--- config.mk ---
export PLATFORM = sky130hd
export DESIGN_NAME = dcache_controller
export DESIGN_NICKNAME = d
export VERILOG_FILES = /design/src/rtl/dcache_pkg.sv /design/src/rtl/dcache_array.sv /design/src/rtl/dcache_controller.sv
export SDC_FILE = /design/constraint.sdc
export NUM_CORES = 2
export LEC_CHECK = 0
export BUFFER_PORTS_ARGS = -buffer_cell sky130_fd_sc_hd__buf_2
export CORE_AREA = 4 4 484 366
export CTS_CLUSTER_DIAMETER = 120
export DETAILED_ROUTE_END_ITERATION = 8
export DIE_AREA = 0 0 488 370
export GPL_ROUTABILITY_DRIVEN = 0
export PLACE_DENSITY = 0.76
export REMOVE_ABC_BUFFERS = 1
export SYNTH_ARGS = -nofsm -noshare
export SYNTH_HDL_FRONTEND = slang
export SYNTH_SLANG_ARGS = --single-unit
--- constraint.sdc ---
create_clock -name clk -period 6.1 [get_ports clk]
set_clock_uncertainty 0.1 [all_clocks]
set_input_delay 1.22 -clock clk [delete_from_list [all_inputs] [get_ports clk]]
set_output_delay 1.22 -clock clk [all_outputs]
set_load 0.01 [all_outputs]
--- src/rtl/dcache_pkg.sv ---
// Shared definitions for the direct-mapped write-through data cache.
// Provides the controller state encoding, word/line geometry and helpers
// that derive index/tag widths from the number of cache lines.
package dcache_pkg;

  localparam int OFF_W  = 2;    // word offset bits within a 4-word line
  localparam int WORD_W = 32;
  localparam int LINE_W = 128;

  typedef enum logic [2:0] {
    S_IDLE   = 3'd0,
    S_LOOKUP = 3'd1,
    S_REFILL = 3'd2,
    S_WRITE  = 3'd3,
    S_DONE   = 3'd4
  } state_t;

  function automatic int idx_w(input int lines);
    return $clog2(lines);
  endfunction

  function automatic int tag_w(input int lines);
    return WORD_W - OFF_W - $clog2(lines);
  endfunction

  // Selects word 'off' of a line; word k lives at bits [32k+31:32k].
  function automatic logic [WORD_W-1:0] line_word(input logic [LINE_W-1:0] line,
                                                  input logic [OFF_W-1:0]  off);
    return line[{off, 5'b00000} +: WORD_W];
  endfunction

endpackage

--- src/rtl/dcache_array.sv ---
// Valid / tag / data storage for the direct-mapped cache.
// Ports:
//   rd_index                -> rd_valid, rd_tag, rd_line : combinational read
//   line_we/index/tag/data  : full-line fill, also sets tag and valid
//   word_we/index/offset/data : single-word update of a resident line
//   flush                   : clears every valid bit
// Only the valid bits are reset; tag and data contents are don't-care
// while their line is invalid.
module dcache_array
  import dcache_pkg::*;
#(
  parameter int LINES = 16,
  parameter int IW    = 4,
  parameter int TW    = 26
) (
  input  logic              clk,
  input  logic              rst_n,
  input  logic [IW-1:0]     rd_index,
  output logic              rd_valid,
  output logic [TW-1:0]     rd_tag,
  output logic [LINE_W-1:0] rd_line,
  input  logic              line_we,
  input  logic [IW-1:0]     line_index,
  input  logic [TW-1:0]     line_tag,
  input  logic [LINE_W-1:0] line_data,
  input  logic              word_we,
  input  logic [IW-1:0]     word_index,
  input  logic [OFF_W-1:0]  word_offset,
  input  logic [WORD_W-1:0] word_data,
  input  logic              flush
);

  logic [LINES-1:0]  valid_q;
  logic [TW-1:0]     tag_q  [LINES];
  logic [LINE_W-1:0] data_q [LINES];

  always_ff @(posedge clk or negedge rst_n) begin
    if (!rst_n) begin
      valid_q <= '0;
    end else if (flush) begin
      valid_q <= '0;
    end else if (line_we) begin
      valid_q[line_index] <= 1'b1;
    end
  end

  always_ff @(posedge clk) begin
    if (line_we) begin
      tag_q[line_index]  <= line_tag;
      data_q[line_index] <= line_data;
    end else if (word_we) begin
      data_q[word_index][{word_offset, 5'b00000} +: WORD_W] <= word_data;
    end
  end

  assign rd_valid = valid_q[rd_index];
  assign rd_tag   = tag_q[rd_index];
  assign rd_line  = data_q[rd_index];

endmodule

--- src/rtl/dcache_controller.sv ---
// Direct-mapped, write-through, no-write-allocate data-cache controller.
// Ports:
//   cpu_*      : pipeline side. valid/ready: a request is taken on a rising
//                edge where cpu_req & cpu_ready & ~cpu_flush; cpu_req is a
//                level held until then. cpu_done pulses once per access.
//   mem_*      : DataMemory side (writeSig/address/inData, 128-bit mem_out).
//   hit_count/miss_count : saturating performance counters.
//   dbg_state  : current FSM state (state_t encoding).
module dcache_controller
  import dcache_pkg::*;
#(
  parameter int LINES   = 16,
  parameter int MEM_LAT = 2
) (
  input  logic              clk,
  input  logic              rst_n,
  input  logic              cpu_req,
  input  logic              cpu_we,
  input  logic [31:0]       cpu_addr,
  input  logic [31:0]       cpu_wdata,
  input  logic              cpu_flush,
  output logic              cpu_ready,
  output logic              cpu_done,
  output logic [31:0]       cpu_rdata,
  output logic              mem_writeSig,
  output logic [31:0]       mem_address,
  output logic [31:0]       mem_inData,
  input  logic [LINE_W-1:0] mem_out,
  output logic [15:0]       hit_count,
  output logic [15:0]       miss_count,
  output logic [2:0]        dbg_state
);

  localparam int IW = idx_w(LINES);
  localparam int TW = tag_w(LINES);
  localparam int CW = $clog2(MEM_LAT + 1);
  localparam logic [CW-1:0] CNT_LAST = CW'(MEM_LAT - 1);

  state_t state_q, state_d;
  logic [CW-1:0] cnt_q;
  logic          we_q;
  logic [31:0]   addr_q, wdata_q;

  logic [IW-1:0]     index;
  logic [TW-1:0]     tag;
  logic [OFF_W-1:0]  offset;
  logic              rd_valid;
  logic [TW-1:0]     rd_tag;
  logic [LINE_W-1:0] rd_line;
  logic              hit;

  // Strobes decoded from the current state.
  logic accept, flush_all, start_mem, rd_from_cache, word_we, refill_done;
  logic write_end, hit_inc, miss_inc;

  assign offset = addr_q[OFF_W-1:0];
  assign index  = addr_q[OFF_W +: IW];
  assign tag    = addr_q[31 -: TW];
  assign hit    = rd_valid && (rd_tag == tag);

  dcache_array #(.LINES(LINES), .IW(IW), .TW(TW)) u_array (
    .clk         (clk),
    .rst_n       (rst_n),
    .rd_index    (index),
    .rd_valid    (rd_valid),
    .rd_tag      (rd_tag),
    .rd_line     (rd_line),
    .line_we     (refill_done),
    .line_index  (index),
    .line_tag    (tag),
    .line_data   (mem_out),
    .word_we     (word_we),
    .word_index  (index),
    .word_offset (offset),
    .word_data   (wdata_q),
    .flush       (flush_all)
  );

  always_comb begin
    state_d       = state_q;
    accept        = 1'b0;
    flush_all     = 1'b0;
    start_mem     = 1'b0;
    rd_from_cache = 1'b0;
    word_we       = 1'b0;
    refill_done   = 1'b0;
    write_end     = 1'b0;
    hit_inc       = 1'b0;
    miss_inc      = 1'b0;
    case (state_q)
      S_IDLE: begin
        // Flush has priority over a simultaneous request.
        if (cpu_flush) begin
          flush_all = 1'b1;
        end else if (cpu_req) begin
          accept  = 1'b1;
          state_d = S_LOOKUP;
        end
      end
      S_LOOKUP: begin
        if (hit) begin
          hit_inc = 1'b1;
          if (we_q) begin
            word_we   = 1'b1;
            start_mem = 1'b1;
            state_d   = S_WRITE;
          end else begin
            rd_from_cache = 1'b1;
            state_d       = S_DONE;
          end
        end else begin
          // Store misses go straight to memory without allocating.
          miss_inc  = 1'b1;
          start_mem = 1'b1;
          state_d   = we_q ? S_WRITE : S_REFILL;
        end
      end
      S_REFILL: begin
        if (cnt_q == '0) begin
          refill_done = 1'b1;
          state_d     = S_DONE;
        end
      end
      S_WRITE: begin
        if (cnt_q == '0) begin
          write_end = 1'b1;
          state_d   = S_DONE;
        end
      end
      S_DONE:  state_d = S_IDLE;
      default: state_d = S_IDLE;
    endcase
  end

  always_ff @(posedge clk or negedge rst_n) begin
    if (!rst_n) begin
      state_q      <= S_IDLE;
      cnt_q        <= '0;
      we_q         <= 1'b0;
      addr_q       <= '0;
      wdata_q      <= '0;
      cpu_rdata    <= '0;
      mem_writeSig <= 1'b0;
      mem_address  <= '0;
      mem_inData   <= '0;
      hit_count    <= '0;
      miss_count   <= '0;
    end else begin
      state_q <= state_d;

      if (accept) begin
        we_q    <= cpu_we;
        addr_q  <= cpu_addr;
        wdata_q <= cpu_wdata;
      end

      // cnt counts down the memory cycles remaining after the current one.
      if (start_mem) begin
        cnt_q <= CNT_LAST;
      end else if (cnt_q != '0) begin
        cnt_q <= cnt_q - 1'b1;
      end

      // Memory-side outputs are loaded on entry to REFILL/WRITE and then held.
      if (start_mem) begin
        mem_writeSig <= we_q;
        if (we_q) begin
          mem_address <= addr_q;
          mem_inData  <= wdata_q;
        end else begin
          mem_address <= {addr_q[31:OFF_W], {OFF_W{1'b0}}};
        end
      end else if (write_end) begin
        mem_writeSig <= 1'b0;
      end

      if (rd_from_cache) begin
        cpu_rdata <= line_word(rd_line, offset);
      end else if (refill_done) begin
        cpu_rdata <= line_word(mem_out, offset);
      end

      if (hit_inc && hit_count != 16'hFFFF) begin
        hit_count <= hit_count + 16'd1;
      end
      if (miss_inc && miss_count != 16'hFFFF) begin
        miss_count <= miss_count + 16'd1;
      end
    end
  end

  assign cpu_ready = (state_q == S_IDLE);
  assign cpu_done  = (state_q == S_DONE);
  assign dbg_state = state_q;

endmodule

### Word-level counts from Yosys, hierarchy flattened

Memories as Yosys holds them, arrays and structs flattened.
Index checks and enable logic that the tools add are counted.
W data, S select, Z words.

| cells by class | value |
|---|---|
| add/sub/neg operators | 4 |
| $mul | 0 |
| divide/modulo/power cells | 0 |
| $lt $le $gt $ge | 2 |
| eq/ne operators | 10 |
| shifts and indexed selects | 4 |
| multiplexer cells | 173 |
| bitwise logic cells | 129 |
| reduce and logical (&&, ||, !) cells | 14 |

Operators with widths:

| kind | number |
|---|---|
| $shiftx A128 B8 Y32 | 2 |
| $mux W1 | 157 |
| $mux W128 | 1 |
| $or A1 B1 Y1 | 128 |
| $shift A32 B9 Y128 const A | 1 |
| $shiftx A32 B9 Y128 | 1 |
| $mux W32 | 2 |
| $add A16 B1 Y16 const B | 2 |
| $mux W16 | 2 |
| $ne A16 B16 Y1 const B | 2 |
| $eq A26 B26 Y1 | 1 |
| $or A16 B16 Y16 | 1 |
| $mux W3 | 5 |
| $reduce_bool A2 Y1 | 5 |
| $neg A7 Y9 | 1 |
| $pmux W3 S3 | 1 |
| $eq A3 B2 Y1 const B | 2 |
| $mux W2 | 3 |
| $lt A4 B5 Y1 const B | 1 |
| $bmux W1 S4 | 1 |
| $demux W1 S4 | 1 |
| $ge A4 B1 Y1 const B | 1 |
| $logic_and A1 B1 Y1 | 4 |
| $ne A2 B2 Y1 const B | 2 |
| other kinds (9) | 9 |

| word-level totals | value |
|---|---|
| bits in registers | 215 |
| bits in latches | 0 |
| RAM bits | 2464 |
| memory bits (read-only) | 0 |
| memories kept | 2 |

Memory list:

| memory | words | bits a word | rd ports | clocked after memory_dff | write ports | RTL line | text |
|---|---|---|---|---|---|---|---|
| u_array.data_q | 16 | 128 | 1 | 0 | 1 | dcache_array.sv:35 | `logic [LINE_W-1:0] data_q [LINES];` |
| u_array.tag_q | 16 | 26 | 1 | 0 | 1 | dcache_array.sv:34 | `logic [TW-1:0] tag_q [LINES];` |

### Logic depth before layout (Yosys ltp)

| depth | value |
|---|---|
| word-level depth | 9 |
| mapped depth | 17 |
| depth with buffers taken out | 9 |

### Hierarchy

A second synthesis with hierarchy kept.

| second synthesis, totals | value |
|---|---|
| cell total of the unflattened synthesis | 5329 |
| area total of the unflattened synthesis | 106175.6 µm² |

By module, submodules not included:

| module | instances | cells an instance | area each (µm²) |
|---|---|---|---|
| dcache_array | 1 | 4566 | 96371.2 |
| dcache_controller | 1 | 763 | 9804.4 |

### Worst setup path before layout

No wires, ideal clock.

| path | value |
|---|---|
| path type | flip-flop to flip-flop |
| start point | register addr_q[4] |
| end point | memory u_array.data_q[10][0] (enable) |
| arrival | 4482 ps |
| required time | 5579 ps |
| path slack | 1097 ps |
| stages on the path, launching flop included | 15 |
| path buffers | 5 |
| cell sequence | dfrtp_1 > buf_2 > buf_2 > clkbuf_1 > mux4_2 > mux2i_1 > mux2i_1 > xor2_1 > a211oi_1 > nand3_1 > or4_1 > and2_1 > buf_2 > buf_6 > nor2_1 |

| between the ends | value |
|---|---|
| word-level cells in the longest chain between the ends | 9 |
| elaborated cells on any way between the ends | 11 |
| classes of those cells | eq/ne (1); mux (7); bitwise (1); reduce/logical (1); memory (1) |

Ends and longest elaborated chain:

| element | RTL line | text |
|---|---|---|
| start: declaration | dcache_controller.sv:42 | `logic [31:0] addr_q, wdata_q;` |
| start signal: assignment | dcache_controller.sv:153 | `addr_q <= cpu_addr;` |
| $mem_v2 Z16 W26 / $bmux W1 S4 (equally long branches) | n/a |  |
| $eq A26 B26 Y1 / $mux W1 (equally long branches) | dcache_controller.sv:59, dcache_array.sv:56 |  |
| $logic_and A1 B1 Y1 | dcache_controller.sv:59 | `assign hit = rd_valid && (rd_tag == tag);` |
| $mux W1 | dcache_controller.sv:101 | `if (hit) begin` |
| $mux W1 | dcache_controller.sv:90 | `case (state_q)` |
| $mux W1 | dcache_array.sv:51 | `end else if (word_we) begin` |
| $mux W1 | dcache_array.sv:48 | `if (line_we) begin` |
| $mux W128 (implied by the code) | dcache_array.sv:52 | `data_q[word_index][{word_offset, 5'b00000} +: WORD_W] <= word_data;` |
| $or A1 B1 Y1 (no source line) | n/a |  |
| end: declaration | dcache_array.sv:35 |  |

Several ways; a longest one is shown, not always the timed one. The select of a mux whose other input is x is not followed.

### Final worst setup path

| path | value |
|---|---|
| start point | register addr_q[4] |
| end point | memory u_array.data_q[12][86] (data pin) |

| between the ends | value |
|---|---|
| word-level cells in the longest chain between the ends | 9 |
| elaborated cells on any way between the ends | 11 |
| classes of those cells | eq/ne (1); mux (8); reduce/logical (1); memory (1) |

Ends and longest elaborated chain:

| element | RTL line |
|---|---|
| $mem_v2 Z16 W26 / $bmux W1 S4 (equally long branches) | n/a |
| $eq A26 B26 Y1 / $mux W1 (equally long branches) | dcache_controller.sv:59, dcache_array.sv:56 |
| $logic_and A1 B1 Y1 * | dcache_controller.sv:59 |
| $mux W1 * | dcache_controller.sv:101 |
| $mux W1 * | dcache_controller.sv:90 |
| $mux W1 * | dcache_array.sv:51 |
| $mux W1 * | dcache_array.sv:48 |
| $mux W128 (implied by the code) * | dcache_array.sv:52 |
| $mux W1 (no source line) * | n/a |

Mark *: on every way between the ends. The rest lies on a longest branch, timed or not. The select of a mux whose other input is x is not followed.

==> reports/results.tsv <==
stage	metric	value	unit
synth	ys async rst share	8.025	%
grt	antenna violations before repair	32	
placement	Place WS	0.04487	ns
pwr	Int Power	37770	uW
status	outcome	complete, no violations	
synth	synthesized instance count	5135	
clocking	TritonCTS Buffers	236	
clocking	hold_buf cts	0	
die	# IOs	331	
sta	hold slack	0.1591	ns
flow_run	maximum capacitance violations	0	
route	Initial DRT Pass Iterations	6	
synth	Synth Flop Type	edfxtp_1	
route	WL final	295.9	mm
finish	layout net count	5884	
clocking	H-tree depth	4	
sta	Worst Tran Pin Value	1.182	ns
route	post-route ant nets	0	
route	initial DRC count	9203	
critical_path	critical path class	reg2reg	
die	Die Y	370	um
sta	fin crit share	98.02	%
critical_path	CP arrival	6.54	ns
clocking	clock root buffer	clkbuf_16	
critical_path	crit-path max FO	64	
clocking	clock slew at reported path FFs	0.06	ns
clocking	clk_lat worst skew	0.86	ns
finish	FILL cells	10030	
synth	FF+latch count, synth	2679	
grt	GRT overflow	0	
pwr	Switch Pwr	17600	uW
route	Remaining DRCs	0	
synth	Post-synth EDFFs	2464	
die	core area	172300	sq um
die	width of the die	488	um
sta	Final setup violation count	0	
clocking	CTS tree	yes	
sta	Fmax	0.1672	GHz
pwr	peak supply drop	0.0004310	V
grt	global-route wire length before repair	421.9	mm
route	DR WL/cell	36.17	um
pwr	Pleak	0.04024	uW
pwr	Sequential Power Share	41.5	%
min_path	Min-Delay Path Class	in2async	
route	via count	57130	
sta	post-route minimum period	5.979	ns
sta	fin worst setup slack	0.1206	ns
pwr	clock network power share	28.2	%
finish	most common cell after layout, fill and taps aside	edfxtp_1	
placement	dpl cell area	113000	sq um
grt	GRT Total Usage	33.29	%
critical_path	CP endpoint kind	register	
sta	Slew Viols, Final	0	
pwr	Pwr Density	457.3	nW/um^2
finish	layout cells sized above 1	32.79	%
pwr	Comb pwr share	30.3	%
sta	final hold viol count	0	
finish	final std cells w/o fill	8181	
placement	Detail Placement HPWL	173.3	mm
sta	Fin Setup TNS	0	ns
grt	number of global-route vias before repair	56940	
critical_path	CP required	6.66	ns
synth	Mapped Avg Cell Area	20.74	sq um
placement	placed cell count	7719	
pwr	Net Sw Frac	31.79	%
sta	relative slew slack	20.70	%
finish	Layout area overhead	13.73	%
clocking	CTS Buffer Depth	3	
finish	commonest non-fill, non-tap cells in the layout	edfxtp_1, mux4_2, nand2_1, buf_2, clkbuf_16	
synth	sequential area share after synthesis	74.54	%
clocking	clock sinks	2679	
die	Starting Density	61.81	%
grt	largest net degree at the start of global routing	116	
synth	mapped cell area	106500	sq um
critical_path	CP startpoint kind	register	
synth	YS warnings	0	
die	die area	180600	sq um
finish	Finished Cell Area	121100	sq um
sta	RSZ-0062 raised after global routing	no	
route	Vias/cell	6.983	
synth	Yosys cell types	77	
die	FP Rows	132	
placement	Port-buffer cells	330	
==> stage by stage <==
step | utilization (%) | total power (uW)
final | 70.29 | 55380
after global routing | 70.28 | 57190
after CTS | 70.26 | 55260
after detailed placement | 65.57 | 39720
after global placement | 65.57 | 39430
after floorplan | - | 32750
==> worst max-delay path, stage by stage, from the launching register on <==
cell and delay (ns):
dfrtp_4 1.07, buf_12 0.37, mux2i_1 0.13, a22o_1 0.24, a221oi_1 0.29, xor2_1 0.15
o32ai_1 0.50, nand4_1 0.42, or4_2 0.81, buf_12 0.22, o21ai_0 0.88, buf_4 0.37
==> power groups by stage <==
stage               Sequential, uW  Combinational, uW  Clock [uW]
finish                       23000              16800       15600
global route                 23100              17500       16600
floorplan                    23600               9120           0
detailed placement           23300              16400           0
global placement             23200              16200           0
CTS                          22900              16600       15700
==> synth_stat cells (5+ instances only) <==
| library cell | count | area, sq um |
|---|---|---|
| mux2_2 | 77 | 867.1 |
| mux2i_1 | 114 | 1141 |
| nand2_1 | 504 | 1892 |
| o21a_1 | 16 | 120.1 |
| nor2_1 | 107 | 401.6 |
| a22oi_1 | 10 | 75.07 |
| buf_1 | 7 | 26.28 |
| o22ai_1 | 5 | 31.28 |
| o21ai_0 | 89 | 445.4 |
| nand4_1 | 20 | 125.1 |
| xnor2_1 | 47 | 411.6 |
| mux2_4 | 27 | 405.4 |
| mux4_1 | 19 | 499.2 |
| a21oi_1 | 42 | 210.2 |
| nor3b_1 | 5 | 37.54 |
| inv_1 | 13 | 48.80 |
| clkbuf_1 | 158 | 593.1 |
| a22o_1 | 6 | 52.55 |
| nor4_1 | 9 | 56.30 |
| nor3_1 | 9 | 45.04 |
| dfrtp_1 | 215 | 5380 |
| buf_6 | 18 | 202.7 |
| mux4_2 | 742 | 16710 |
| and3_1 | 10 | 62.56 |
| o211ai_1 | 35 | 262.8 |
| or4_1 | 5 | 37.54 |
| xor2_1 | 13 | 113.9 |
| o21ai_1 | 50 | 250.2 |
| ha_1 | 8 | 100.1 |
| edfxtp_1 | 2464 | 73990 |
| and2_1 | 9 | 56.30 |
| nand3_1 | 59 | 295.3 |
| buf_4 | 14 | 105.1 |
| nand2b_1 | 11 | 68.82 |
| buf_2 | 93 | 465.5 |
| nor2b_1 | 45 | 281.5 |
==> cell type report <==
type	count	area [sq um]	area share, %
clock buffer	288	6290	5.194
antenna	20	50.05	0.04133
sequential	2679	79390	65.56
tap	2278	2850	2.354
inverter	13	51.30	0.04236
multi-input combinational	2144	26200	21.64
clock inverter	154	1790	1.479
timing repair buffer	605	4464	3.687
==> registers in the layout (all words and copies together), names as in the netlist <==
register         flops
cpu_rdata           32
addr_q              32
hit_count           16
dbg_state            3
mem_writeSig         1
cnt_q                2
mem_address         32
wdata_q             32
miss_count          16
u_array.valid_q     16
u_array.tag_q      416
u_array.data_q    2048
mem_inData          32
we_q                 1
==> per-layer routing <==
layer	vias to the layer above	wire [um]	track usage (%)
met1	29780	103900	46.51
met5	-	201	0
met2	4445	136600	49.25
met3	766	40550	10.49
li1	22130	-	-
met4	18	14740	14.60
==> cell families after synthesis <==
kind of cell	synth area share, %
flip-flops	74.54
XOR/XNOR	0.4935
AO/OA/AOI/OAI	1.644
multiplexers	18.43
adder cells (fa/ha/maj)	0.09401
buffers and inverters	1.481
AND/OR/NAND/NOR	3.313
==> worst paths after layout <==
path,start,slack [ns],cells after the start,to
hold / removal,rst_n,0.16,1,mem_inData[7]$_DFFE_PN0P_
hold reg to reg,mem_inData[0]$_DFFE_PN0P_,0.37,2,mem_inData[0]$_DFFE_PN0P_
setup / recovery,addr_q[4]$_DFFE_PN0P_,0.12,11,u_array.data_q[12][86]$_DFFE_PP_
min in group clk,mem_inData[0]$_DFFE_PN0P_,0.37,2,mem_inData[0]$_DFFE_PN0P_
setup reg to reg,addr_q[4]$_DFFE_PN0P_,0.12,11,u_array.data_q[12][86]$_DFFE_PP_
max in group asynchronous,rst_n,4.40,2,wdata_q[12]$_DFFE_PN0P_
==> timing repair <==
item / in CTS / in global routing
setup buffers: 0 / 0
setup endpoints to repair: 0 / 21
gates resized for setup: 0 / 3
Note: power is estimated with default switching activity, not from simulation.
